File: src/rtl/prim_arbiter_rr_reg_if.sv
// Request/grant and output-slot bundle for the registered round-robin arbiter.
// The arbiter uses the slave modport; requesters plus consumer use the master modport.
interface prim_arbiter_rr_reg_if #(
  parameter int N  = 4,
  parameter int DW = 32,
  localparam int IdxW = $clog2(N)
);
  // Slot handshake: a transfer happens on a rising edge where valid_o & ready_i.
  // valid_o never drops before that edge; idx_o/data_o are held stable while
  // valid_o & ~ready_i. A requester holds req_i until its gnt_o bit is seen.
  logic [N-1:0]         req_i;
  logic [N-1:0][DW-1:0] data_i;
  logic [N-1:0]         gnt_o;
  logic                 valid_o;
  logic                 ready_i;
  logic [IdxW-1:0]      idx_o;
  logic [DW-1:0]        data_o;

  modport slave (
    input  req_i, data_i, ready_i,
    output gnt_o, valid_o, idx_o, data_o
  );

  modport master (
    output req_i, data_i, ready_i,
    input  gnt_o, valid_o, idx_o, data_o
  );
endinterface

File: src/rtl/prim_arbiter_rr_reg.sv
// N:1 round-robin arbiter feeding a single registered output slot.
// Priority rotates past each winner; the slot reloads in the same cycle it drains.
module prim_arbiter_rr_reg #(
  parameter int N          = 4,
  parameter int DW         = 32,
  parameter int EnDataPort = 1,
  localparam int IdxW      = $clog2(N)
) (
  input  logic                clk_i,
  input  logic                rst_i,
  prim_arbiter_rr_reg_if.slave bus,
  output logic [0:0]          state_dbg_o
);

  typedef enum logic [0:0] {
    ST_EMPTY = 1'b0,
    ST_FULL  = 1'b1
  } state_e;

  localparam logic [IdxW:0]   NumPorts = (IdxW+1)'(N);
  localparam logic [IdxW-1:0] LastIdx  = IdxW'(N-1);

  state_e          state_q, state_d;
  logic [IdxW-1:0] ptr_q, ptr_d;
  logic [IdxW-1:0] idx_q, idx_d;
  logic [2*N-1:0]  req_dbl;
  logic [2*N-1:0]  req_rot;
  logic [IdxW-1:0] offset;
  logic [IdxW:0]   win_sum;
  logic [IdxW-1:0] winner;
  logic            any_req;
  logic            load;

  // Rotate requests so bit 0 is the port at ptr, then take the lowest set bit.
  always_comb begin
    req_dbl = {bus.req_i, bus.req_i};
    req_rot = req_dbl >> ptr_q;
    offset  = '0;
    for (int j = N - 1; j >= 0; j--) begin
      if (req_rot[j]) offset = IdxW'(j);
    end
    win_sum = {1'b0, ptr_q} + {1'b0, offset};
    if (win_sum >= NumPorts) win_sum = win_sum - NumPorts;
    winner = win_sum[IdxW-1:0];
  end

  // Reset masks the load so no grant is ever issued while rst_i is high.
  assign any_req = |bus.req_i;
  assign load    = ~rst_i & any_req & ((state_q == ST_EMPTY) | bus.ready_i);

  always_comb begin
    bus.gnt_o = '0;
    if (load) bus.gnt_o = {{(N-1){1'b0}}, 1'b1} << winner;
  end

  always_comb begin
    state_d = state_q;
    ptr_d   = ptr_q;
    idx_d   = idx_q;
    unique case (state_q)
      ST_EMPTY: begin
        if (load) state_d = ST_FULL;
      end
      ST_FULL: begin
        if (load)              state_d = ST_FULL;
        else if (bus.ready_i)  state_d = ST_EMPTY;
      end
      default: state_d = ST_EMPTY;
    endcase
    if (load) begin
      idx_d = winner;
      ptr_d = (winner == LastIdx) ? '0 : winner + IdxW'(1);
    end
  end

  always_ff @(posedge clk_i) begin
    if (rst_i) begin
      state_q <= ST_EMPTY;
      ptr_q   <= '0;
      idx_q   <= '0;
    end else begin
      state_q <= state_d;
      ptr_q   <= ptr_d;
      idx_q   <= idx_d;
    end
  end

  assign bus.valid_o = (state_q == ST_FULL);
  assign bus.idx_o   = idx_q;
  assign state_dbg_o = state_q;

  generate
    if (EnDataPort != 0) begin : g_data
      logic [DW-1:0] data_q, data_d;

      always_comb begin
        data_d = data_q;
        if (load) data_d = bus.data_i[winner];
      end

      always_ff @(posedge clk_i) begin
        if (rst_i) data_q <= '0;
        else       data_q <= data_d;
      end

      assign bus.data_o = data_q;
    end else begin : g_no_data
      assign bus.data_o = '0;
    end
  endgenerate

  a_gnt_onehot0 : assert property (@(posedge clk_i) $onehot0(bus.gnt_o));

  a_gnt_subset : assert property (@(posedge clk_i) (bus.gnt_o & ~bus.req_i) == '0);

  a_slot_hold : assert property (@(posedge clk_i) disable iff (rst_i)
    (bus.valid_o & ~bus.ready_i) |=> ($stable(bus.idx_o) && $stable(bus.data_o)));

endmodule

File: src/flat_wrapper.sv
// flat-port wrapper written by rule: the top's interface ports become plain ports
module prim_arbiter_rr_reg_flat 
#(
  parameter int N          = 4,
  parameter int DW         = 32,
  parameter int EnDataPort = 1,
  localparam int IdxW      = $clog2(N)
)
  (clk_i, rst_i, state_dbg_o, bus_req_i, bus_data_i, bus_ready_i, bus_gnt_o, bus_valid_o, bus_idx_o, bus_data_o);
  prim_arbiter_rr_reg_if #(.N(N), .DW(DW)) bus_i ();
  input  logic clk_i;
  input  logic rst_i;
  output logic [0:0] state_dbg_o;
  input wire logic [$bits(bus_i.req_i)-1:0] bus_req_i;
  input wire logic [$bits(bus_i.data_i)-1:0] bus_data_i;
  input wire logic [$bits(bus_i.ready_i)-1:0] bus_ready_i;
  output wire logic [$bits(bus_i.gnt_o)-1:0] bus_gnt_o;
  output wire logic [$bits(bus_i.valid_o)-1:0] bus_valid_o;
  output wire logic [$bits(bus_i.idx_o)-1:0] bus_idx_o;
  output wire logic [$bits(bus_i.data_o)-1:0] bus_data_o;
  assign bus_i.req_i = bus_req_i;
  assign bus_i.data_i = bus_data_i;
  assign bus_i.ready_i = bus_ready_i;
  assign bus_gnt_o = bus_i.gnt_o;
  assign bus_valid_o = bus_i.valid_o;
  assign bus_idx_o = bus_i.idx_o;
  assign bus_data_o = bus_i.data_o;
  prim_arbiter_rr_reg #(.N(N), .DW(DW), .EnDataPort(EnDataPort)) u_core (.clk_i(clk_i), .rst_i(rst_i), .bus(bus_i), .state_dbg_o(state_dbg_o));
endmodule
File: config.mk
export PLATFORM = sky130hd
export DESIGN_NAME = prim_arbiter_rr_reg_flat
export DESIGN_NICKNAME = d
export VERILOG_FILES = /design/src/rtl/prim_arbiter_rr_reg_if.sv /design/src/rtl/prim_arbiter_rr_reg.sv /design/src/flat_wrapper.sv
export SDC_FILE = /design/constraint.sdc
export NUM_CORES = 1
export LEC_CHECK = 0
export BUFFER_PORTS_ARGS = -buffer_cell sky130_fd_sc_hd__buf_2
export CORE_ASPECT_RATIO = 1.25
export CORE_MARGIN = 2
export CORE_UTILIZATION = 45
export CTS_BUF_LIST = sky130_fd_sc_hd__clkbuf_4
export DETAILED_ROUTE_END_ITERATION = 10
export PLACE_DENSITY = 0.86
export SYNTH_ARGS = -nofsm -noshare
export SYNTH_HDL_FRONTEND = slang
export SYNTH_SLANG_ARGS = --single-unit
File: constraint.sdc
create_clock -name clk_i -period 3.75 [get_ports clk_i]
set_input_delay 0.75 -clock clk_i [delete_from_list [all_inputs] [get_ports clk_i]]
set_output_delay 0.75 -clock clk_i [all_outputs]
set_load 0.1 [all_outputs]
# Yosys cells after proc, flatten, opt, wreduce, memory -nomap -nowiden

Cells that the tools add are included.

Latch bits: 0
Bits of input ports: 135
Word-level logic and storage cells: 31
Output and inout bits: 40
Flip-flop bits (word level): 37
RAM bits: 0
Memories: 0
Memory bits (read-only): 0

Equal/unequal tests: 1
Shift-type cells: 2
$lt $le $gt $ge: 2
Bitwise logic cells: 5
Multipliers: 0
$add $sub $neg: 3
Reductions and logical operators: 1
Divide/modulo/power cells: 0
Multiplexer cells: 13

Operators by type and width:

| cell                | count |
|---|---|
| $bmux 32 s2         | 1 |
| $mux 32             | 1 |
| $mux 2              | 6 |
| $shr 8x2->4         | 1 |
| $mux 4              | 1 |
| $reduce_or 4->1     | 1 |
| $shl 1x2->4 const A | 1 |
| $add 2x2->3         | 1 |
| $ge 3x3->1 const B  | 1 |
| $lt 2x3->1 const B  | 1 |
| $mux 1              | 3 |
| $add 2x1->2 const B | 1 |
| $and 1x1->1         | 2 |
| $eq 2x2->1 const B  | 1 |
| $not 1->1           | 2 |
| $pmux 1 s2          | 1 |
| $sub 2x1->2 const B | 1 |
| $or 1x1->1          | 1 |

# Longest topological paths before layout

Gate-level depths: netlist of the first run.

Word-level depth: 10
Gate-level depth with buffers: 11
Depth with buffers taken out: 9

# Worst setup path after synthesis of the first run

OpenSTA, ideal clock, no wires.

Path kind: input to output
Start point: input bus_req_i[2]
End point: output bus_gnt_o[0]
Data required time: 3.000 ns
Data arrival time: 4.327 ns
Stages: 7
Setup slack: -1.327 ns
Path buffers: 3
Cells stage by stage: clkbuf_1 > or4_1 > o221ai_1 > ha_1 > clkbuf_1 > clkbuf_1 > nor3b_1

Cells in the longest elaborated chain, start to end: 10
Elaborated cells on any way between the ends: 14
Those cells by class: 2 x add/sub; 1 x order compare; 2 x shift; 6 x mux; 2 x bitwise; 1 x reduce/logical

RTL lines:

| element                                   | line                      | source |
|---|---|---|
| start, declared                           | flat_wrapper.sv:14        | `input wire logic [$bits(bus_i.req_i)-1:0] bus_req_i;` |
| $shr 8x2->4 (*)                           | prim_arbiter_rr_reg.sv:37 | `req_rot = req_dbl >> ptr_q;` |
| $mux 2 (3 in series)                      | prim_arbiter_rr_reg.sv:40 | `if (req_rot[j]) offset = IdxW'(j);` |
| $mux 2 (*)                                | prim_arbiter_rr_reg.sv:40 |  |
| $add 2x2->3 (*)                           | prim_arbiter_rr_reg.sv:42 | `win_sum = {1'b0, ptr_q} + {1'b0, offset};` |
| $ge 3x3->1 or $sub 2x1->2 (tied branches) | prim_arbiter_rr_reg.sv:43 | `if (win_sum >= NumPorts) win_sum = win_sum - NumPorts;` |
| $mux 2 (*)                                | prim_arbiter_rr_reg.sv:43 |  |
| net u_core.win_sum[0]                     | prim_arbiter_rr_reg.sv:29 | `logic [IdxW:0] win_sum;` |
| $shl 1x2->4 (*)                           | prim_arbiter_rr_reg.sv:53 | `if (load) bus.gnt_o = {{(N-1){1'b0}}, 1'b1} << winner;` |
| $mux 4 (*)                                | prim_arbiter_rr_reg.sv:53 |  |
| end, declared                             | flat_wrapper.sv:17        | `output wire logic [$bits(bus_i.gnt_o)-1:0] bus_gnt_o;` |

Mark *: on every way through the listed nets, which the timed path passes. The rest lies on a longest branch.

# Final worst setup path of the first run

Start point: input bus_req_i[3]
End point: output bus_gnt_o[0]

Cells in the longest elaborated chain, start to end: 10
Elaborated cells on any way between the ends: 14
Those cells by class: 2 x add/sub; 1 x order compare; 2 x shift; 6 x mux; 2 x bitwise; 1 x reduce/logical

RTL lines:

| element                                   | line |
|---|---|
| $shr 8x2->4                               | prim_arbiter_rr_reg.sv:37 |
| $mux 2 (4 in series)                      | prim_arbiter_rr_reg.sv:40 |
| $add 2x2->3                               | prim_arbiter_rr_reg.sv:42 |
| $ge 3x3->1 or $sub 2x1->2 (tied branches) | prim_arbiter_rr_reg.sv:43 |
| $mux 2                                    | prim_arbiter_rr_reg.sv:43 |
| $shl 1x2->4                               | prim_arbiter_rr_reg.sv:53 |
| $mux 4 (*)                                | prim_arbiter_rr_reg.sv:53 |

Every way passes the cells marked *; elsewhere a longest branch is shown, timed or not.

==> qor.csv, run 1 <==
metric,value,unit
clock_skew,3.49,ps
grt_max_degree,65,
clockBufferDepth,2,
placementRows,32,
first_global_vias,2987,
finalSetupTns,0,ps
pre_cts_ws,365,ps
die_w,75.8,um
route.detailed.drc,0,
cts_tree,built,
cts_root_buf,clkbuf_4,
drive_gt1_share,56.3,%
yosysTopAreaCell,mux2_2,
rsz0062_at_grt,no,
insertion_delay,330,ps
fmax,291,MHz
clk_pin_slew,110,ps
r2r_start,u_core.ptr_q[0]$_SDFFE_PP0P_,
cts_resized,0,
track_usage,24.1,%
end_kind,output pin,
ctsHtreeMaxLevel,2,
drv_cap,0,
diodes,0,
startpoint,bus_req_i[3],
status,"finished, final reports clean",
startpoint_type,primary input,
initial_core_util,46.8,%
numCtsBuffers,5,
grt_pass1_wl,13600,um
cts_hold_buffers,0,
wire_per_inst,15.5,um
routed_via_density,5.86,
min_period,3440,ps
cp_data_arrival_time,2690,ps
ioPinCount,175,
drt_iter0_markers,153,
yosys-top-cells-area,"mux2_2, dfxtp_1, a221oi_1, o21ai_1, nand2_1",
core-area,6210,sq um
setup_viol,0,
crit_end,bus_gnt_o[0],
cp_max_fo,7,
die_h,93.8,um
routed_wl,8710,um
synth_edf_count,0,
antenna_found_initial,0,
dpl.hpwl,6620,um
synthArstFlopShare,0,%
synth_flop_cell,dfxtp_1,
required,3000,ps
syn-num-nets,461,
netlist_instances,325,
ys_ff_latch,37,
final_common_cell,buf_2,
portBuffers,174,
slew_headroom,56.0,%
hold_path.class,reg -> reg,
ys_seq_area_share,25.5,%
yosys_warnings,0,
synthDistinctLibCells,38,
via_count,3285,
dieArea,7110,sq um
layout_worst_path_cycle_share,91.7,%
rr_worst_depth,9,
synth.cell_area,2900,sq um
final_cell_mix,"buf_2, mux2_2, a221oi_1",
critPathKind,in -> out,
syn_area_per_cell,8.93,sq um
fin_ws,310,ps
grt_overflow,0,
fill_cells,547,
hold_violations,0,
clock_sinks,37,
synth_top_area_share,25.6,%
rrSetupSlack,750,ps
slew_viol_final,0,
reg2reg_to,u_core.bus.data_o[0]$_SDFFE_PP0P_,
syn_to_final_growth,33.5,%
gp_congestion,0.805,
ant_nets,0,
post-cts-setup-buffer-count,0,
num-nets-final,611,
worstMarginPinSlew,658,ps
drt-pass1-iter-count,4,
## Yosys cell counts, types with 2 or more instances
cell and number:
nor2b_1 2, a221oi_1 65, o32ai_1 2, buf_6 8, dfxtp_1 37, clkbuf_1 23, nand2b_1 3, o21ai_1 28
o21ai_0 6, nor2_1 14, mux2_2 66, buf_2 6, a22oi_1 2, inv_1 3, mux2i_1 2, nand3_1 2
nand2_1 35
## routing by layer
| metal | part of all wire (%) | global-route usage (%) | vias to the layer above | wire, um |
|---|---|---|---|---|
| met4 | 1.3 | 7.02 | 0 | 112 |
| met1 | 37 | 28.1 | 1536 | 3230 |
| met3 | 7.7 | 4.94 | 11 | 672 |
| met5 | 0 | 0 | - | 0 |
| li1 | - | - | 1583 | - |
| met2 | 54 | 42.8 | 155 | 4690 |
## sequential cells by signal, summed over array words and instances (netlist names)
register	flops
u_core.bus.idx_o	2
u_core.ptr_q	2
u_core.bus.data_o	32
u_core.bus.valid_o	1
## area by class of cell
type	instances	area, sq um	area share [%]
repair buffers	181	996	25.7
clock buffers	6	45.0	1.16
flip-flops and latches	37	741	19.1
inverters	3	11.3	0.291
well taps	85	106	2.74
multi-input cells	247	1970	50.7
clock inverters	2	10.0	0.258
## stage by stage
stage	instances	area, sq um	hold WS, ps	util (%)
3_3_place_gp	553	3820	430	61.6
2_1_floorplan	325	2920	694	-
5_1_grt	561	3880	476	62.5
6_report	561	3880	453	62.5
3_5_place_dp	553	3820	438	61.6
4_1_cts	561	3880	455	62.5
## kinds of logic (layout without fill, tap and decap cells)
family | count (synthesis) | count (layout) | synth area share [%]
xor gates and xnor gates | 2 | 2 | 0.604
adders and majority gates | 1 | 1 | 0.431
buffers and inverters | 41 | 192 | 7.76
and+or+nand+nor | 65 | 65 | 10.2
DFF | 37 | 37 | 25.5
muxes | 68 | 68 | 26.3
AOI/OAI and AO/OA | 111 | 111 | 29.2
## critical path, stage by stage
cell and delay, ps:
buf_2 130, or2_2 330, a221oi_1 410, a22oi_2 120, xnor2_1 390, nor3b_2 340, buf_12 210
## worst min path at each step
stage,startpoint,to,slack (ps),depth (start not counted)
2_1_floorplan,u_core.ptr_q[1]$_SDFFE_PP0P_,u_core.ptr_q[1]$_SDFFE_PP0P_,690,3
3_3_place_gp,u_core.bus.data_o[0]$_SDFFE_PP0P_,u_core.bus.data_o[0]$_SDFFE_PP0P_,430,2
3_5_place_dp,u_core.bus.data_o[6]$_SDFFE_PP0P_,u_core.bus.data_o[6]$_SDFFE_PP0P_,440,2
4_1_cts,u_core.bus.data_o[6]$_SDFFE_PP0P_,u_core.bus.data_o[6]$_SDFFE_PP0P_,450,2
5_1_grt,u_core.bus.data_o[6]$_SDFFE_PP0P_,u_core.bus.data_o[6]$_SDFFE_PP0P_,480,2
6_report,u_core.bus.data_o[6]$_SDFFE_PP0P_,u_core.bus.data_o[6]$_SDFFE_PP0P_,450,2
Power of run 1 is left out: the tool's default activity adds up to more than one toggle a clock period on the data nets, which glitch-free logic cannot reach.
==> inputs of run 2 (changes only) <==
--- a/config.mk
+++ b/config.mk
@@ -8,10 +8,10 @@
 export BUFFER_PORTS_ARGS = -buffer_cell sky130_fd_sc_hd__buf_2
 export CORE_ASPECT_RATIO = 1.25
 export CORE_MARGIN = 2
-export CORE_UTILIZATION = 45
+export CORE_UTILIZATION = 30
 export CTS_BUF_LIST = sky130_fd_sc_hd__clkbuf_4
 export DETAILED_ROUTE_END_ITERATION = 10
-export PLACE_DENSITY = 0.86
+export PLACE_DENSITY = 0.62
 export SYNTH_ARGS = -nofsm -noshare
 export SYNTH_HDL_FRONTEND = slang
 export SYNTH_SLANG_ARGS = --single-unit
==> qor.csv, run 2 (same netlist as run 1, synthesis figures left out) <==
metric,value,unit,change
wire_per_inst,14.0,um,-9.6%
cts_tree,built,,
ioPinCount,175,,unchanged
rsz0062_at_grt,no,,
numCtsBuffers,5,,unchanged
drt-pass1-iter-count,4,,unchanged
post_dp_cell_area,3880,sq um,+1.7%
required,3000,ps,about the same
cp_cell_sequence,buf_2 -> or2_2 -> a221oi_1 -> a22oi_2 -> xnor2_1 -> nor3b_2 -> buf_12,,
cpPeakStageDelay,400,ps,about the same
hold_violations,0,,unchanged
critPathKind,in -> out,,
setup_viol,0,,unchanged
gp_congestion,0.789,,-2.0%
core-area,9510,sq um,+53%
cts_resized,0,,unchanged
first_global_vias,3064,,+2.6%
slew_viol_final,0,,unchanged
post-cts-setup-buffer-count,0,,unchanged
status,"finished, final reports clean",,
layout_worst_path_cycle_share,90.6,%,-1.2 points
end_kind,output pin,,
hold_path.class,reg -> reg,,
worstMarginPinSlew,693,ps,+34.7 ps
grt_overflow,0,,unchanged
portBuffers,174,,unchanged
die_h,114,um,+22%
ctsHtreeMaxLevel,2,,unchanged
dieArea,10500,sq um,+47%
ant_nets,0,,unchanged
route.detailed.drc,0,,unchanged
drive_gt1_share,56.1,%,-0.21 points
fill_cells,1003,,+83%
fmax,294,MHz,+1.3%
drv_cap,0,,unchanged
syn_to_final_growth,36.6,%,
clk_pin_slew,110,ps,about the same
cp_data_arrival_time,2650,ps,-40 ps
drt_iter0_markers,95,,-38%
largest_register_ffs,32,,unchanged
grt_pass1_wl,13800,um,+1.4%
cpMaxStageDelayCell,xnor2_1,,
track_usage,15.8,%,-8.3 points
clockBufferDepth,2,,unchanged
routed_via_density,5.30,,-9.6%
via_count,3193,,-2.8%
num-nets-final,611,,unchanged
min_period,3400,ps,-44.0 ps
final_cell_area,3970,sq um,+2.3%
cts_hold_buffers,0,,unchanged
die_w,92.0,um,+21%
hold_ws,449,ps,-4.20 ps
clock_skew,6.77,ps,+3.28 ps
startpoint_type,primary input,,
routed_wl,8450,um,-2.9%
placementRows,40,,+25%
clock_sinks,37,,unchanged
grt_max_degree,65,,unchanged
slew_headroom,53.7,%,-2.3 points
cts_root_buf,clkbuf_4,,
cp_max_fo,7,,unchanged
antenna_found_initial,1,,+1
final_cell_mix,"buf_2, mux2_2, a221oi_1",,
insertion_delay,340,ps,about the same
final_common_cell,buf_2,,
dpl.hpwl,6290,um,-4.9%
initial_core_util,30.5,%,-16 points
-- run 2: changes by cell type in the layout (fill, tap and decap cells not counted) --
cell / change
clkinv_2: -2
buf_12: +1
buf_4: -1
bufinv_16: +1
clkinv_1: +1
diode_2: +1
-- run 2: critical path: cells and delay by family --
family	cells	cell delay [ps]
xor gates and xnor gates	1	400
AOI/OAI and AO/OA	2	510
buffers and inverters	2	340
and+or+nand+nor	2	640
-- run 2: area by class of cell --
| cell class | instances | area (sq um) | share of cell area [%] |
|---|---|---|---|
| Multi-Input combinational cell | 247 | 1970 | 49.6 |
| Timing Repair Buffer | 181 | 1010 | 25.4 |
| Sequential cell | 37 | 741 | 18.7 |
| Tap cell | 126 | 158 | 3.97 |
| Clock buffer | 6 | 45.0 | 1.14 |
| Clock inverter | 2 | 33.8 | 0.852 |
| Inverter | 3 | 11.3 | 0.284 |
| Antenna cell | 1 | 2.50 | 0.0631 |
-- run 2: final timing paths --
path / start / end / slack (ps) / cells after the start
worst min-delay path: u_core.bus.data_o[20]$_SDFFE_PP0P_ / u_core.bus.data_o[20]$_SDFFE_PP0P_ / 450 / 2
worst max register to register: u_core.ptr_q[0]$_SDFFE_PP0P_ / u_core.bus.data_o[2]$_SDFFE_PP0P_ / 830 / 9
worst min register to register: u_core.bus.data_o[20]$_SDFFE_PP0P_ / u_core.bus.data_o[20]$_SDFFE_PP0P_ / 450 / 2
worst max-delay path: bus_req_i[3] / bus_gnt_o[0] / 350 / 7
-- run 2: layer usage --
metal	routed length, um	track usage (%)	up-vias
li1	-	-	1577
met2	4430	30.2	130
met3	555	2.84	8
met4	103	4.58	0
met5	0	0	-
met1	3370	17.7	1478
-- run 2: per-stage QoR --
| stage | setup TNS, ps | util, % | std cells | setup WS (ps) |
|---|---|---|---|---|
| final | 0 | 41.7 | 603 | 354 |
| after global routing | 0 | 41.7 | 603 | 101 |
| after CTS | 0 | 41.7 | 602 | 338 |
| after detailed placement | 0 | 40.9 | 594 | 360 |
| after global placement | 0 | 40.9 | 594 | 436 |
| after floorplan | -773 | - | 325 | -359 |
Power of run 2 is left out for the same reason.
